<file path="src/rtl/cpu_ctrl_pkg.sv">
// Shared definitions for the CPU control sequencer: state encoding, flow-action
// codes and the default memory wait limit.
package cpu_ctrl_pkg;

    localparam int DEFAULT_MEM_WAIT_MAX = 15;

    typedef enum logic [2:0] {
        S_IDLE    = 3'd0,
        S_FETCH_H = 3'd1,
        S_FETCH_L = 3'd2,
        S_ISSUE   = 3'd3,
        S_EXEC    = 3'd4,
        S_HALTED  = 3'd5,
        S_FAULT   = 3'd6
    } state_t;

    typedef enum logic [2:0] {
        ACT_SEQ  = 3'd0,
        ACT_JUMP = 3'd1,
        ACT_CALL = 3'd2,
        ACT_RET  = 3'd3,
        ACT_HALT = 3'd4
    } flow_act_t;

    // Resolves simultaneous decoder requests: halt > ret > call > jump > sequential.
    function automatic flow_act_t decode_flow(input logic halt_req, input logic ret_req,
                                              input logic call_req, input logic jump_req);
        if (halt_req)      return ACT_HALT;
        else if (ret_req)  return ACT_RET;
        else if (call_req) return ACT_CALL;
        else if (jump_req) return ACT_JUMP;
        else               return ACT_SEQ;
    endfunction

endpackage

</file>
<file path="src/rtl/fetch_wait_timer.sv">
// Counts memory wait cycles of one byte read and flags when the limit is reached.
// A limit of 0 disables the timeout; the counter saturates instead of wrapping.
module fetch_wait_timer #(
    parameter int MEM_WAIT_MAX = 15
) (
    input  logic clock,
    input  logic n_reset,
    input  logic clear,
    input  logic count_en,
    output logic limit
);

    localparam int CW = (MEM_WAIT_MAX < 1) ? 1 : $clog2(MEM_WAIT_MAX + 1);

    logic [CW-1:0] count;

    assign limit = (MEM_WAIT_MAX != 0) && (count == CW'(MEM_WAIT_MAX));

    always_ff @(posedge clock) begin
        if (!n_reset) begin
            count <= '0;
        end else if (clear) begin
            count <= '0;
        end else if (count_en && !limit && (count != {CW{1'b1}})) begin
            count <= count + 1'b1;
        end
    end

endmodule

</file>
<file path="src/rtl/fetch_sequencer.sv">
// Instruction fetch/issue/retire sequencer: two byte reads into the IR, an
// execute handshake, then PC/link strobes for sequential, jump, call or return flow.
module fetch_sequencer
    import cpu_ctrl_pkg::*;
#(
    parameter int MEM_WAIT_MAX = DEFAULT_MEM_WAIT_MAX
) (
    input  logic       clock,
    input  logic       n_reset,
    input  logic       run,
    input  logic       mem_ready,
    input  logic       exec_done,
    input  logic       halt_req,
    input  logic       ret_req,
    input  logic       call_req,
    input  logic       jump_req,
    output logic       mem_rd,
    output logic       byte_sel,
    output logic       ir_load_H,
    output logic       ir_load_L,
    output logic       exec_start,
    output logic       pc_increase,
    output logic       pc_loadL,
    output logic       pc_loadH,
    output logic       pc_src,
    output logic       link_load,
    output logic       busy,
    output logic       halted,
    output logic       fault,
    output logic [2:0] state_dbg
);

    // Memory handshake: mem_rd is a request held for the whole fetch state; a byte
    // transfers on any cycle where mem_rd and mem_ready are both high.

    state_t    state, state_next;
    flow_act_t action;
    logic      timer_clear, timer_en, timer_limit;

    assign state_dbg = state;
    assign action    = decode_flow(halt_req, ret_req, call_req, jump_req);

    fetch_wait_timer #(.MEM_WAIT_MAX(MEM_WAIT_MAX)) u_wait_timer (
        .clock    (clock),
        .n_reset  (n_reset),
        .clear    (timer_clear),
        .count_en (timer_en),
        .limit    (timer_limit)
    );

    always_ff @(posedge clock) begin
        if (!n_reset) state <= S_IDLE;
        else          state <= state_next;
    end

    // Outputs are gated by n_reset so nothing strobes in a reset cycle.
    always_comb begin
        state_next  = state;
        timer_en    = 1'b0;
        mem_rd      = 1'b0;
        byte_sel    = 1'b0;
        ir_load_H   = 1'b0;
        ir_load_L   = 1'b0;
        exec_start  = 1'b0;
        pc_increase = 1'b0;
        pc_loadL    = 1'b0;
        pc_loadH    = 1'b0;
        pc_src      = 1'b0;
        link_load   = 1'b0;
        busy        = 1'b0;
        halted      = 1'b0;
        fault       = 1'b0;
        if (n_reset) begin
            case (state)
                S_IDLE: begin
                    if (run) state_next = S_FETCH_H;
                end
                S_FETCH_H: begin
                    busy     = 1'b1;
                    mem_rd   = 1'b1;
                    timer_en = !mem_ready;
                    if (mem_ready) begin
                        ir_load_H  = 1'b1;
                        state_next = S_FETCH_L;
                    end else if (timer_limit) begin
                        state_next = S_FAULT;
                    end
                end
                S_FETCH_L: begin
                    busy     = 1'b1;
                    mem_rd   = 1'b1;
                    byte_sel = 1'b1;
                    timer_en = !mem_ready;
                    if (mem_ready) begin
                        ir_load_L  = 1'b1;
                        state_next = S_ISSUE;
                    end else if (timer_limit) begin
                        state_next = S_FAULT;
                    end
                end
                S_ISSUE: begin
                    busy       = 1'b1;
                    exec_start = 1'b1;
                    state_next = S_EXEC;
                end
                S_EXEC: begin
                    busy = 1'b1;
                    if (exec_done) begin
                        state_next = run ? S_FETCH_H : S_IDLE;
                        case (action)
                            ACT_HALT: begin
                                pc_increase = 1'b1;
                                state_next  = S_HALTED;
                            end
                            ACT_RET: begin
                                pc_loadL = 1'b1;
                                pc_loadH = 1'b1;
                                pc_src   = 1'b1;
                            end
                            ACT_CALL: begin
                                link_load = 1'b1;
                                pc_loadL  = 1'b1;
                                pc_loadH  = 1'b1;
                            end
                            ACT_JUMP: begin
                                pc_loadL = 1'b1;
                                pc_loadH = 1'b1;
                            end
                            default: pc_increase = 1'b1;
                        endcase
                    end
                end
                S_HALTED: halted = 1'b1;
                S_FAULT:  fault  = 1'b1;
                default:  state_next = S_IDLE;
            endcase
        end
    end

    // The wait count restarts on every entry into either fetch state.
    assign timer_clear = ((state_next == S_FETCH_H) || (state_next == S_FETCH_L))
                         && (state_next != state);

endmodule

</file>
<file path="config.mk">
export PLATFORM = sky130hd
export DESIGN_NAME = fetch_sequencer
export DESIGN_NICKNAME = d
export VERILOG_FILES = /design/src/rtl/cpu_ctrl_pkg.sv /design/src/rtl/fetch_wait_timer.sv /design/src/rtl/fetch_sequencer.sv
export SDC_FILE = /design/constraint.sdc
export NUM_CORES = 1
export LEC_CHECK = 0
export ABC_CLOCK_PERIOD_IN_PS = 4650
export BUFFER_PORTS_ARGS = -buffer_cell sky130_fd_sc_hd__buf_2
export CORE_AREA = 2 2 39 41
export CTS_CLUSTER_SIZE = 30
export DETAILED_ROUTE_END_ITERATION = 10
export DIE_AREA = 0 0 41 43
export HOLD_SLACK_MARGIN = 0.03
export PLACE_DENSITY_LB_ADDON = 0.1
export SLEW_MARGIN = 20
export SYNTH_ARGS = -nofsm -noshare
export SYNTH_HDL_FRONTEND = slang
export SYNTH_SLANG_ARGS = --single-unit
</file>
<file path="constraint.sdc">
create_clock -name clock -period 4.65 [get_ports clock]
set_input_delay 1.395 -clock clock [delete_from_list [all_inputs] [get_ports clock]]
set_output_delay 1.395 -clock clock [all_outputs]
set_load 0.01 [all_outputs]
</file>
==> results of run 1 <==
## report_power, final
group,switching [mW],internal (mW),leakage [nW]
Combinational,0.0223,0.0206,0.276
Sequential,0.00777,0.0623,0.0567
Clock,0.0215,0.0327,0.0150
Total,0.0516,0.116,0.347
## final cells by class
| type | instances | area share |
|---|---|---|
| Timing Repair Buffer | 24 | 0.159 |
| Tap cell | 16 | 0.0266 |
| Sequential cell | 7 | 0.186 |
| Inverter | 2 | 0.00997 |
| Clock buffer | 4 | 0.0349 |
| Multi-Input combinational cell | 60 | 0.583 |
## metal layers
metal  global-route usage  wire (µm)  vias up
met2                0.256        581       26
met3               0.0838        116        0
li1                     -          -      318
met5                    0          0        -
met4               0.0200          0        0
met1                0.233        603      285
## synth_stat cells, drive strengths merged
master / n
and2b: 1
or2: 2
dfxtp: 7
or2b: 1
and3: 2
buf: 4
o32ai: 1
ha: 1
and4b: 1
nand2b: 4
o21a: 1
nor3b: 2
nor2: 5
o311ai: 1
nand4b: 1
inv: 2
nand2: 1
nand4: 3
a21oi: 3
o21ai: 1
a22oi: 1
xnor2: 2
a2bb2oi: 1
a31oi: 5
and2: 3
nand3b: 1
nor2b: 3
mux2i: 2
nor4b: 2
nand3: 2
xor2: 3
nor3: 4
## final timing paths
check	startpoint	endpoint	slack, ns	depth (start not counted)
setup / recovery	n_reset	link_load	0.81	5
hold / removal	u_wait_timer.count[1]	u_wait_timer.count[1]	0.54	2
setup reg to reg	state_dbg[0]	u_wait_timer.count[1]	3.06	4
hold reg to reg	u_wait_timer.count[1]	u_wait_timer.count[1]	0.54	2
## through the flow
| stage | std cells | utilization | power [mW] | setup slack (ns) |
|---|---|---|---|---|
| CTS | 113 | 0.544 | 0.169 | 0.791 |
| floorplan | 73 | - | 0.102 | 0.972 |
| finish | 113 | 0.544 | 0.167 | 0.812 |
| global placement | 109 | 0.525 | 0.114 | 0.873 |
| detailed placement | 109 | 0.525 | 0.114 | 0.812 |
| global route | 113 | 0.544 | 0.180 | 0.614 |
## layout by cell type, fill, tap and decap left out, drive strengths merged, types with 2 or more instances in the layout
cell    count
a21oi       3
a31oi       5
and2        3
and3        2
buf        24
clkbuf      4
dfxtp       7
inv         2
mux2i       2
nand2b      4
nand3       2
nand4       3
nor2        5
nor2b       3
nor3        4
nor3b       2
nor4b       2
or2         2
xnor2       2
xor2        3
## registers in the layout, indices dropped and copies added, names as in the netlist
register / cells
state_dbg: 3
u_wait_timer.count: 4
## kinds of logic after synthesis
logic type,after synthesis
compound gates,14
fa+ha+maj,1
buf+inv,6
flops,7
xor+xnor,5
simple gates,38
mux,2
## tightest hold or removal path: cells and delay by family (launching register included)
kind | cells | cell delay, ns
compound gates | 1 | 0.05
mux | 1 | 0.12
flops | 1 | 0.31
==> results.tsv, run 1 <==
stage	metric	value	unit
outcome	outcome	complete, no violations	
placed_design	io_buffer_count	24	
final_layout	drive_above_1_share	0.340	
timing	timing.hold.ws	0.539	ns
placed_design	hpwl	977	µm
clock_network	post_cts_buffers	0	
die	io_pins	25	
clock_network	htree_levels	1	
clock_network	insertion_delay	0.25	ns
synthesis	synth_top_family_by_area	simple AND/OR/NAND/NOR gates	
critical_path	critPathTopFamily	simple AND/OR/NAND/NOR gates	
route	first_iter_violations	6	
route	drt_pass1_iterations	4	
clock_network	cts_buffer_depth	2	
timing	clock_skew	0.00428	ns
timing	worstMarginPinSlew	0.565	ns
timing	hold_viol	0	
route	num_vias	629	
critical_path	crit_type	primary input to output pin	
die	start_util	0.449	
synthesis	synthAdderAreaFrac	0.0201	
synthesis	synthDominantAreaCellType	dfxtp_1	
final_layout	nets	108	
route	drc	0	
global_route	grt_pass1_wl	2.12	mm
global_route	grt-ovfl-total	0	
die	coreArea	1380	µm²
synthesis	yosys-top-cells-area	dfxtp_1, a31oi_1, nand2b_1, nor4b_4, buf_6	
critical_path	start_kind	primary input	
critical_path	slowest_stage	nor4b_1	
clock_network	cts_buffers	3	
synthesis	synth_mux_area_frac	0.0322	
placed_design	globalplace.congestion	0.816	
final_layout	n_antenna_cell	0	
final_layout	area_delta_synth_final	21.1	%
clock_network	cts-resized-gates	0	
critical_path	crit_chain	buf_2 > nor2b_1 > nand4_1 > nor4b_1 > buf_2	
synthesis	ys_types	37	
synthesis	synth_compound_area_frac	0.161	
synthesis	synthCells	73	
synthesis	synthSimpleGateAreaFrac	0.398	
critical_path	worstPathArrival	2.44	ns
global_route	grtUsageTotal	0.174	
synthesis	ys_warn_count	0	
die	placementRows	14	
critical_path	endpoint_kind	output pin	
die	die_x	41	µm
power_and_ir_drop	power.density	222	nW/µm²
power_and_ir_drop	max-vdd-ir-drop	0.000210	V
timing	rsz0062_at_grt	false	
synthesis	syn_area_per_cell	8.52	µm²
synthesis	synth_xor_area_frac	0.0946	
timing	slew_violations	0	
critical_path	critPathMaxFanout	9	
synthesis	synth.top_cell.area_share	0.225	
route	routed_wl	1.30	mm
clock_network	clkSinkCount	7	
timing	fmax	0.261	GHz
power_and_ir_drop	total_leakage_power	0.347	nW
route	routedWlPerCell	11.5	µm
clock_network	root_buffer	clkbuf_4	
critical_path	max_stage_delay	0.27	ns
route	vias_per_cell	5.57	
synthesis	syn-num-nets	83	
run	max-cap-violations	0	
synthesis	syn_area	622	µm²
global_route	grt_max_degree	17	
die	dieArea	1760	µm²
critical_path	path_buf_inv	2	
global_route	grt_pass1_vias	493	
synthesis	ys_seq_area_frac	0.225	
final_layout	n_fill_cell	136	
timing	fin_crit_sh	0.825	
critical_path	worst_path_most_repeated_cell	buf_2	
final_layout	design_area	753	µm²
timing	setup_viol	0	
clock_network	cts_tree	built	
final_layout	regArea	140	µm²
final_layout	multi_input_area	439	µm²
route	antenna_left	0	
timing	period_minus_slack	3.84	ns
clock_network	hold_buffers	0	
timing	maxSlewHeadroom	0.623	
clock_network	path_clk_slew	0.05	ns
placed_design	postPlaceCellArea	727	µm²
die	die_height	43	µm
synthesis	ys_ff_latch	7	
critical_path	worstPathRequired	3.25	ns
global_route	antenna_found_initial	0	
timing	fin_setup_tns	0	ns
min_path	hp-class	register to register	
Power figures use the tool's default switching activity.
==> run 2: changes to the inputs <==
--- a/config.mk
+++ b/config.mk
@@ -5,12 +5,13 @@
 export SDC_FILE = /design/constraint.sdc
 export NUM_CORES = 1
 export LEC_CHECK = 0
-export ABC_CLOCK_PERIOD_IN_PS = 4650
+export ABC_AREA = 1
+export ABC_CLOCK_PERIOD_IN_PS = 3250
 export BUFFER_PORTS_ARGS = -buffer_cell sky130_fd_sc_hd__buf_2
-export CORE_AREA = 2 2 39 41
+export CORE_MARGIN = 1.5
+export CORE_UTILIZATION = 42
 export CTS_CLUSTER_SIZE = 30
 export DETAILED_ROUTE_END_ITERATION = 10
-export DIE_AREA = 0 0 41 43
 export HOLD_SLACK_MARGIN = 0.03
 export PLACE_DENSITY_LB_ADDON = 0.1
 export SLEW_MARGIN = 20
==> constraint.sdc (replaced) <==
create_clock -name clock -period 3.25 [get_ports clock]
set_input_delay 0.975 -clock clock [delete_from_list [all_inputs] [get_ports clock]]
set_output_delay 0.975 -clock clock [all_outputs]
set_load 0.01 [all_outputs]
==> results.tsv, run 2 <==
stage	metric	value	unit	change
min_path	hold_start	u_wait_timer.count[1]		
placed_design	dp_cells	148		+36%
outcome	outcome	complete, no violations		
synthesis	synth_mux_area_frac	0		-0.0322
synthesis	syn_area_per_cell	5.85	µm²	-31%
timing	timing.hold.ws	0.558	ns	+0.0186 ns
synthesis	ys_ff_latch	7		unchanged
timing	setup_viol	0		unchanged
critical_path	rrSetupSlack	1.67	ns	-1.39 ns
run	max-cap-violations	0		unchanged
global_route	use_met1	0.249		+0.0165
final_layout	layout_common_cells	nand2_1, buf_2, inv_1, nor2_1, nand3_1		
critical_path	worstPathArrival	1.71	ns	-0.73 ns
die	die_height	42.3	µm	-1.6%
clock_network	cts_tree	built		
global_route	use_met2	0.277		+0.0207
timing	fin_setup_tns	0	ns	unchanged
global_route	grt.busiest_layer	met2		
route	num_vias	726		+15%
timing	worstMarginPinSlew	0.364	ns	-0.201 ns
timing	clock_skew	0.000351	ns	-0.00393 ns
route	first_iter_violations	13		+7
synthesis	synthMostInstantiatedCell	nand2_1		
final_layout	largest_reg_flops	4		unchanged
global_route	groute.layer.met3.usage	0.0690		-0.0148
placed_design	globalplace.congestion	0.804		-1.6%
synthesis	ys_warn_count	0		unchanged
global_route	grt_max_degree	11		-6
min_path	hp-class	register to register		
power_and_ir_drop	power.density	293	nW/µm²	+32%
synthesis	ys_types	23		-38%
power_and_ir_drop	power	0.234	mW	+40%
final_layout	fin_util	0.543		-0.00179
route	drt_pass1_iterations	4		unchanged
die	die_x	42.3	µm	+3.2%
synthesis	syn_area	649	µm²	+4.4%
clock_network	insertion_delay	0.25	ns	about the same
synthesis	synth.top_cell.area_share	0.216		-0.00955
die	placementRows	14		unchanged
clock_network	root_buffer	clkbuf_4		
critical_path	worstPathRequired	2.27	ns	-0.98 ns
clock_network	clkSinkCount	7		unchanged
route	routedWlPerCell	9.39	µm	-18%
placed_design	io_buffer_count	24		unchanged
route	routed_wl	1.43	mm	+9.8%
global_route	antenna_found_initial	0		unchanged
critical_path	crit_type	primary input to output pin		
route	antenna_left	0		unchanged
synthesis	syn-num-nets	121		+46%
final_layout	design_area	798	µm²	+6.0%
clock_network	path_clk_slew	0.05	ns	about the same
final_layout	n_fill_cell	151		+11%
final_layout	fin_cells	152		+35%
timing	period_minus_slack	2.68	ns	
synthesis	synth_edf_count	0		unchanged
timing	maxSlewHeadroom	0.757		+0.134
global_route	grt_pass1_wl	2.55	mm	+20%
route	vias_per_cell	4.78		-14%
synthesis	synthSimpleGateAreaFrac	0.468		+0.0698
global_route	grtUsageTotal	0.182		+0.00865
final_layout	nets	147		+36%
synthesis	async_flop_share	0		unchanged
synthesis	synthDominantAreaCellType	dfxtp_1		
die	io_pins	25		unchanged
power_and_ir_drop	max-vdd-ir-drop	0.000295	V	+41%
synthesis	synth_xor_area_frac	0.0270		-0.0676
critical_path	endpoint_kind	output pin		
timing	fmax	0.373	GHz	
route	drc	0		unchanged
die	start_util	0.441		-0.00804
synthesis	synth_compound_area_frac	0.127		-0.0338
synthesis	synth_common_cells	nand2_1, inv_1, nor2_1		
synthesis	synthAdderAreaFrac	0.0193		-0.000853
final_layout	area_delta_synth_final	22.9	%	
final_layout	final_common_cell	nand2_1		
critical_path	start_kind	primary input		
synthesis	yosys-top-cells-area	dfxtp_1, nand2_1, inv_1, nor2_1, nand3_1		
clock_network	cts-resized-gates	0		unchanged
placed_design	hpwl	1.13	mm	+16%
synthesis	ys_seq_area_frac	0.216		-0.00955
global_route	grt-ovfl-total	0		unchanged
timing	setup_ws	0.566	ns	-0.246 ns
synthesis	synthCells	111		+52%
clock_network	cts_buffers	3		unchanged
timing	rsz0062_at_grt	false		
synthesis	synth_top_family_by_area	simple AND/OR/NAND/NOR gates		
min_path	hold_path_end	u_wait_timer.count[1]		
timing	fin_crit_sh	0.826		
final_layout	regMostFlops	u_wait_timer.count		
clock_network	post_cts_buffers	0		unchanged
final_layout	n_antenna_cell	0		unchanged
placed_design	postPlaceCellArea	772	µm²	+6.2%
clock_network	cts_buffer_depth	2		unchanged
placed_design	dp_slack	0.561	ns	-0.251 ns
critical_path	worstRegToRegCells	10		+6
die	coreArea	1470	µm²	+6.3%
synthesis	synth-main-ff-cell	dfxtp_1		
min_path	worstHoldPathCells	4		+2
power_and_ir_drop	total_leakage_power	0.426	nW	+23%
clock_network	htree_levels	1		unchanged
critical_path	reg2reg_to	u_wait_timer.count[1]		
final_layout	drive_above_1_share	0.272		-0.0681
global_route	grt_pass1_vias	616		+25%
critical_path	r2r-start	u_wait_timer.count[0]		
clock_network	hold_buffers	0		unchanged
die	dieArea	1790	µm²	+1.6%
critical_path	critPathMaxFanout	4		-5
timing	slew_violations	0		unchanged
timing	hold_viol	0		unchanged
-- run 2: changes by cell type in the layout (fill, tap and decap cells not counted), moves of 4 or more --
cell / change
nor2_1: +11
nand2b_1: -4
nand3_1: +9
a31oi_1: -4
nand2_1: +24
inv_1: +15
-- run 2: routing by layer --
| metal | routed length (µm) | up-vias |
|---|---|---|
| met5 | 0 | - |
| met4 | 0 | 0 |
| met3 | 88 | 0 |
| met2 | 668 | 18 |
| met1 | 672 | 309 |
| li1 | - | 399 |
-- run 2: final cells by class --
| type | count | area, µm² | share of cell area |
|---|---|---|---|
| well taps | 16 | 20.0 | 0.0251 |
| flip-flops and latches | 7 | 140 | 0.176 |
| clock buffers | 4 | 26.3 | 0.0329 |
| repair buffers | 24 | 120 | 0.150 |
| multi-input cells | 81 | 417 | 0.522 |
| inverters | 20 | 75.1 | 0.0940 |
-- run 2: cells by family after synthesis --
kind of cell | count (synthesis)
AO/OA/AOI/OAI | 13
XOR/XNOR | 2
adder cells (fa/ha/maj) | 1
buffers and inverters | 23
flip-flops | 7
AND/OR/NAND/NOR | 65
-- run 2: where the power goes --
group | switching [mW] | internal (mW) | total [mW]
registers | 0.00586 | 0.0885 | 0.0944
clock network | 0.0314 | 0.0468 | 0.0782
logic | 0.0389 | 0.0226 | 0.0614
total | 0.0761 | 0.158 | 0.234
-- run 2: worst max-delay path by stage --
stage | from | endpoint | slack (ns) | cells past startpoint
global placement | exec_done | link_load | 0.60 | 6
CTS | exec_done | link_load | 0.56 | 6
detailed placement | exec_done | link_load | 0.56 | 6
global route | exec_done | link_load | 0.47 | 6
floorplan | n_reset | pc_loadL | 0.66 | 4
finish | exec_done | link_load | 0.57 | 6
-- run 2: critical path: stages --
cell	delay (ns)
buf_2	0.11
inv_1	0.04
nor2_1	0.12
inv_1	0.07
nor4_1	0.23
buf_2	0.17
==> run 3: changes to the inputs <==
--- a/config.mk
+++ b/config.mk
@@ -6,10 +6,10 @@
 export NUM_CORES = 1
 export LEC_CHECK = 0
 export ABC_AREA = 1
-export ABC_CLOCK_PERIOD_IN_PS = 3250
+export ABC_CLOCK_PERIOD_IN_PS = 2500
 export BUFFER_PORTS_ARGS = -buffer_cell sky130_fd_sc_hd__buf_2
 export CORE_MARGIN = 1.5
-export CORE_UTILIZATION = 42
+export CORE_UTILIZATION = 47
 export CTS_CLUSTER_SIZE = 30
 export DETAILED_ROUTE_END_ITERATION = 10
 export HOLD_SLACK_MARGIN = 0.03
==> constraint.sdc (replaced) <==
create_clock -name clock -period 2.5 [get_ports clock]
set_input_delay 0.75 -clock clock [delete_from_list [all_inputs] [get_ports clock]]
set_output_delay 0.75 -clock clock [all_outputs]
set_load 0.01 [all_outputs]
==> results.tsv, run 3 (synthesis results as in run 2) <==
stage	metric	value	unit	change
timing	slew_violations	0		unchanged
route	vias_per_cell	4.83		+1.2%
die	io_pins	25		unchanged
timing	setup_ws	0.242	ns	-0.324 ns
clock_network	cts_buffer_depth	2		unchanged
run	max-cap-violations	0		unchanged
critical_path	endpoint_kind	output pin		
power_and_ir_drop	power	0.303	mW	+30%
die	coreArea	1300	µm²	-12%
placed_design	dp_slack	0.277	ns	-0.284 ns
critical_path	slowest_stage	dfxtp_1		
global_route	grt_pass1_wl	2.16	mm	-15%
timing	fin_setup_tns	0	ns	unchanged
power_and_ir_drop	max-vdd-ir-drop	0.000300	V	+1.5%
placed_design	globalplace.congestion	0.753		-6.3%
power_and_ir_drop	power.density	381	nW/µm²	+30%
final_layout	fin_util	0.613		+0.0700
power_and_ir_drop	internal_power	0.205	mW	+30%
critical_path	critPathTopFamily	simple AND/OR/NAND/NOR gates		
power_and_ir_drop	p_clk_frac	0.332		-0.002
final_layout	largest_reg_flops	4		unchanged
timing	setup_viol	0		unchanged
clock_network	insertion_delay	0.25	ns	about the same
placed_design	dp_cells	147		-0.68%
final_layout	final_common_cell	nand2_1		
critical_path	worstPathRequired	1.75	ns	-0.52 ns
die	dieArea	1610	µm²	-9.9%
final_layout	nets	147		unchanged
die	start_util	0.499		+0.0577
critical_path	crit_type	register to output pin		
clock_network	cts_buffers	3		unchanged
die	die_height	40.2	µm	-5.1%
route	first_iter_violations	3		-10
clock_network	cts_tree	built		
route	antenna_left	0		unchanged
critical_path	max_stage_delay	0.41	ns	+0.18 ns
critical_path	critPathMaxFanout	9		+5
route	num_vias	730		+0.55%
power_and_ir_drop	total_leakage_power	0.426	nW	unchanged
timing	clock_skew	0.00320	ns	+0.00285 ns
power_and_ir_drop	power_frac_seq	0.404		about the same
global_route	grt_pass1_vias	561		-8.9%
final_layout	fin_cells	151		-0.66%
placed_design	postPlaceCellArea	771	µm²	-0.16%
final_layout	design_area	797	µm²	-0.16%
timing	maxSlewHeadroom	0.753		-0.00387
route	routed_wl	1.45	mm	+1.8%
power_and_ir_drop	combPwrFrac	0.264		about the same
critical_path	worstPathArrival	1.51	ns	-0.20 ns
min_path	hp-class	register to register		
critical_path	worst_path_most_repeated_cell	nor2_1		
timing	fmax	0.443	GHz	
timing	hold_viol	0		unchanged
clock_network	hold_buffers	0		unchanged
placed_design	hpwl	1.14	mm	+0.80%
final_layout	layout_common_cells	nand2_1, buf_2, inv_1, nor2_1, nand3_1		
global_route	grtUsageTotal	0.196		+0.0135
route	drt_pass1_iterations	4		unchanged
clock_network	htree_levels	1		unchanged
placed_design	io_buffer_count	24		unchanged
final_layout	area_delta_synth_final	22.7	%	
die	die_x	40.2	µm	-5.1%
global_route	grt-ovfl-total	0		unchanged
final_layout	drive_above_1_share	0.272		unchanged
timing	rsz0062_at_grt	false		
timing	period_minus_slack	2.26	ns	
clock_network	root_buffer	clkbuf_4		
critical_path	start_kind	register		
die	placementRows	13		-1
power_and_ir_drop	p_switching	0.0982	mW	+29%
route	drc	0		unchanged
outcome	outcome	complete, no violations		
power_and_ir_drop	p_sw_frac	0.324		-0.00163
final_layout	n_antenna_cell	0		unchanged
critical_path	crit_chain	nor2_1 > nand2_1 > inv_1 > nand3_1 > nor2_1 > buf_2		
final_layout	regMostFlops	u_wait_timer.count		
critical_path	path_buf_inv	2		-2
clock_network	post_cts_buffers	0		unchanged
global_route	antenna_found_initial	0		unchanged
clock_network	clkSinkCount	7		unchanged
clock_network	cts-resized-gates	0		unchanged
route	routedWlPerCell	9.63	µm	+2.5%
clock_network	path_clk_slew	0.05	ns	about the same
timing	worstMarginPinSlew	0.370	ns	+0.00579 ns
timing	fin_crit_sh	0.903		
global_route	grt_max_degree	11		unchanged
final_layout	n_fill_cell	142		-6.0%
timing	timing.hold.ws	0.558	ns	+0.000434 ns
## run 3: cell counts in the layout (fill, tap and decap cells not counted)
No cell type changed its count.
## run 3: final timing paths
kind	end	slack [ns]	from	cells past startpoint
worst max-delay path	pc_loadH	0.24	state_dbg[0]	6
worst min-delay path	u_wait_timer.count[3]	0.56	u_wait_timer.count[3]	4
worst max register to register	u_wait_timer.count[1]	0.90	u_wait_timer.count[0]	10
worst min register to register	u_wait_timer.count[3]	0.56	u_wait_timer.count[3]	4
## run 3: metal layers
layer  track usage  up-vias  routed length [µm]
met2         0.359       16                 694
met1         0.233      311                 698
met5             0        -                   0
met3        0.0667        0                  61
met4             0        0                   0
li1              -      403                   -
## run 3: worst reg2reg max path: stages (launching register included)
cell     delay [ns]
dfxtp_1        0.36
ha_1           0.20
nand3_1        0.21
nand2_1        0.12
nand2_1        0.05
nand2_1        0.10
nand3_1        0.10
nand3_1        0.08
nand3_1        0.07
nand2_1        0.14
nor2_1         0.06
## run 3: power groups by stage
stage | combinational, mW | sequential (mW) | clock (mW)
finish | 0.0800 | 0.123 | 0.101
global route | 0.0913 | 0.123 | 0.112
CTS | 0.0806 | 0.123 | 0.104
detailed placement | 0.0804 | 0.125 | 0
global placement | 0.0791 | 0.125 | 0
floorplan | 0.0608 | 0.122 | 0
## run 3: final cells by class
| class | count | area, µm² | area share |
|---|---|---|---|
| clock buffers | 4 | 26.3 | 0.0330 |
| inverters | 20 | 75.1 | 0.0942 |
| multi-input cells | 81 | 417 | 0.523 |
| flip-flops and latches | 7 | 140 | 0.176 |
| well taps | 15 | 18.8 | 0.0235 |
| repair buffers | 24 | 120 | 0.151 |
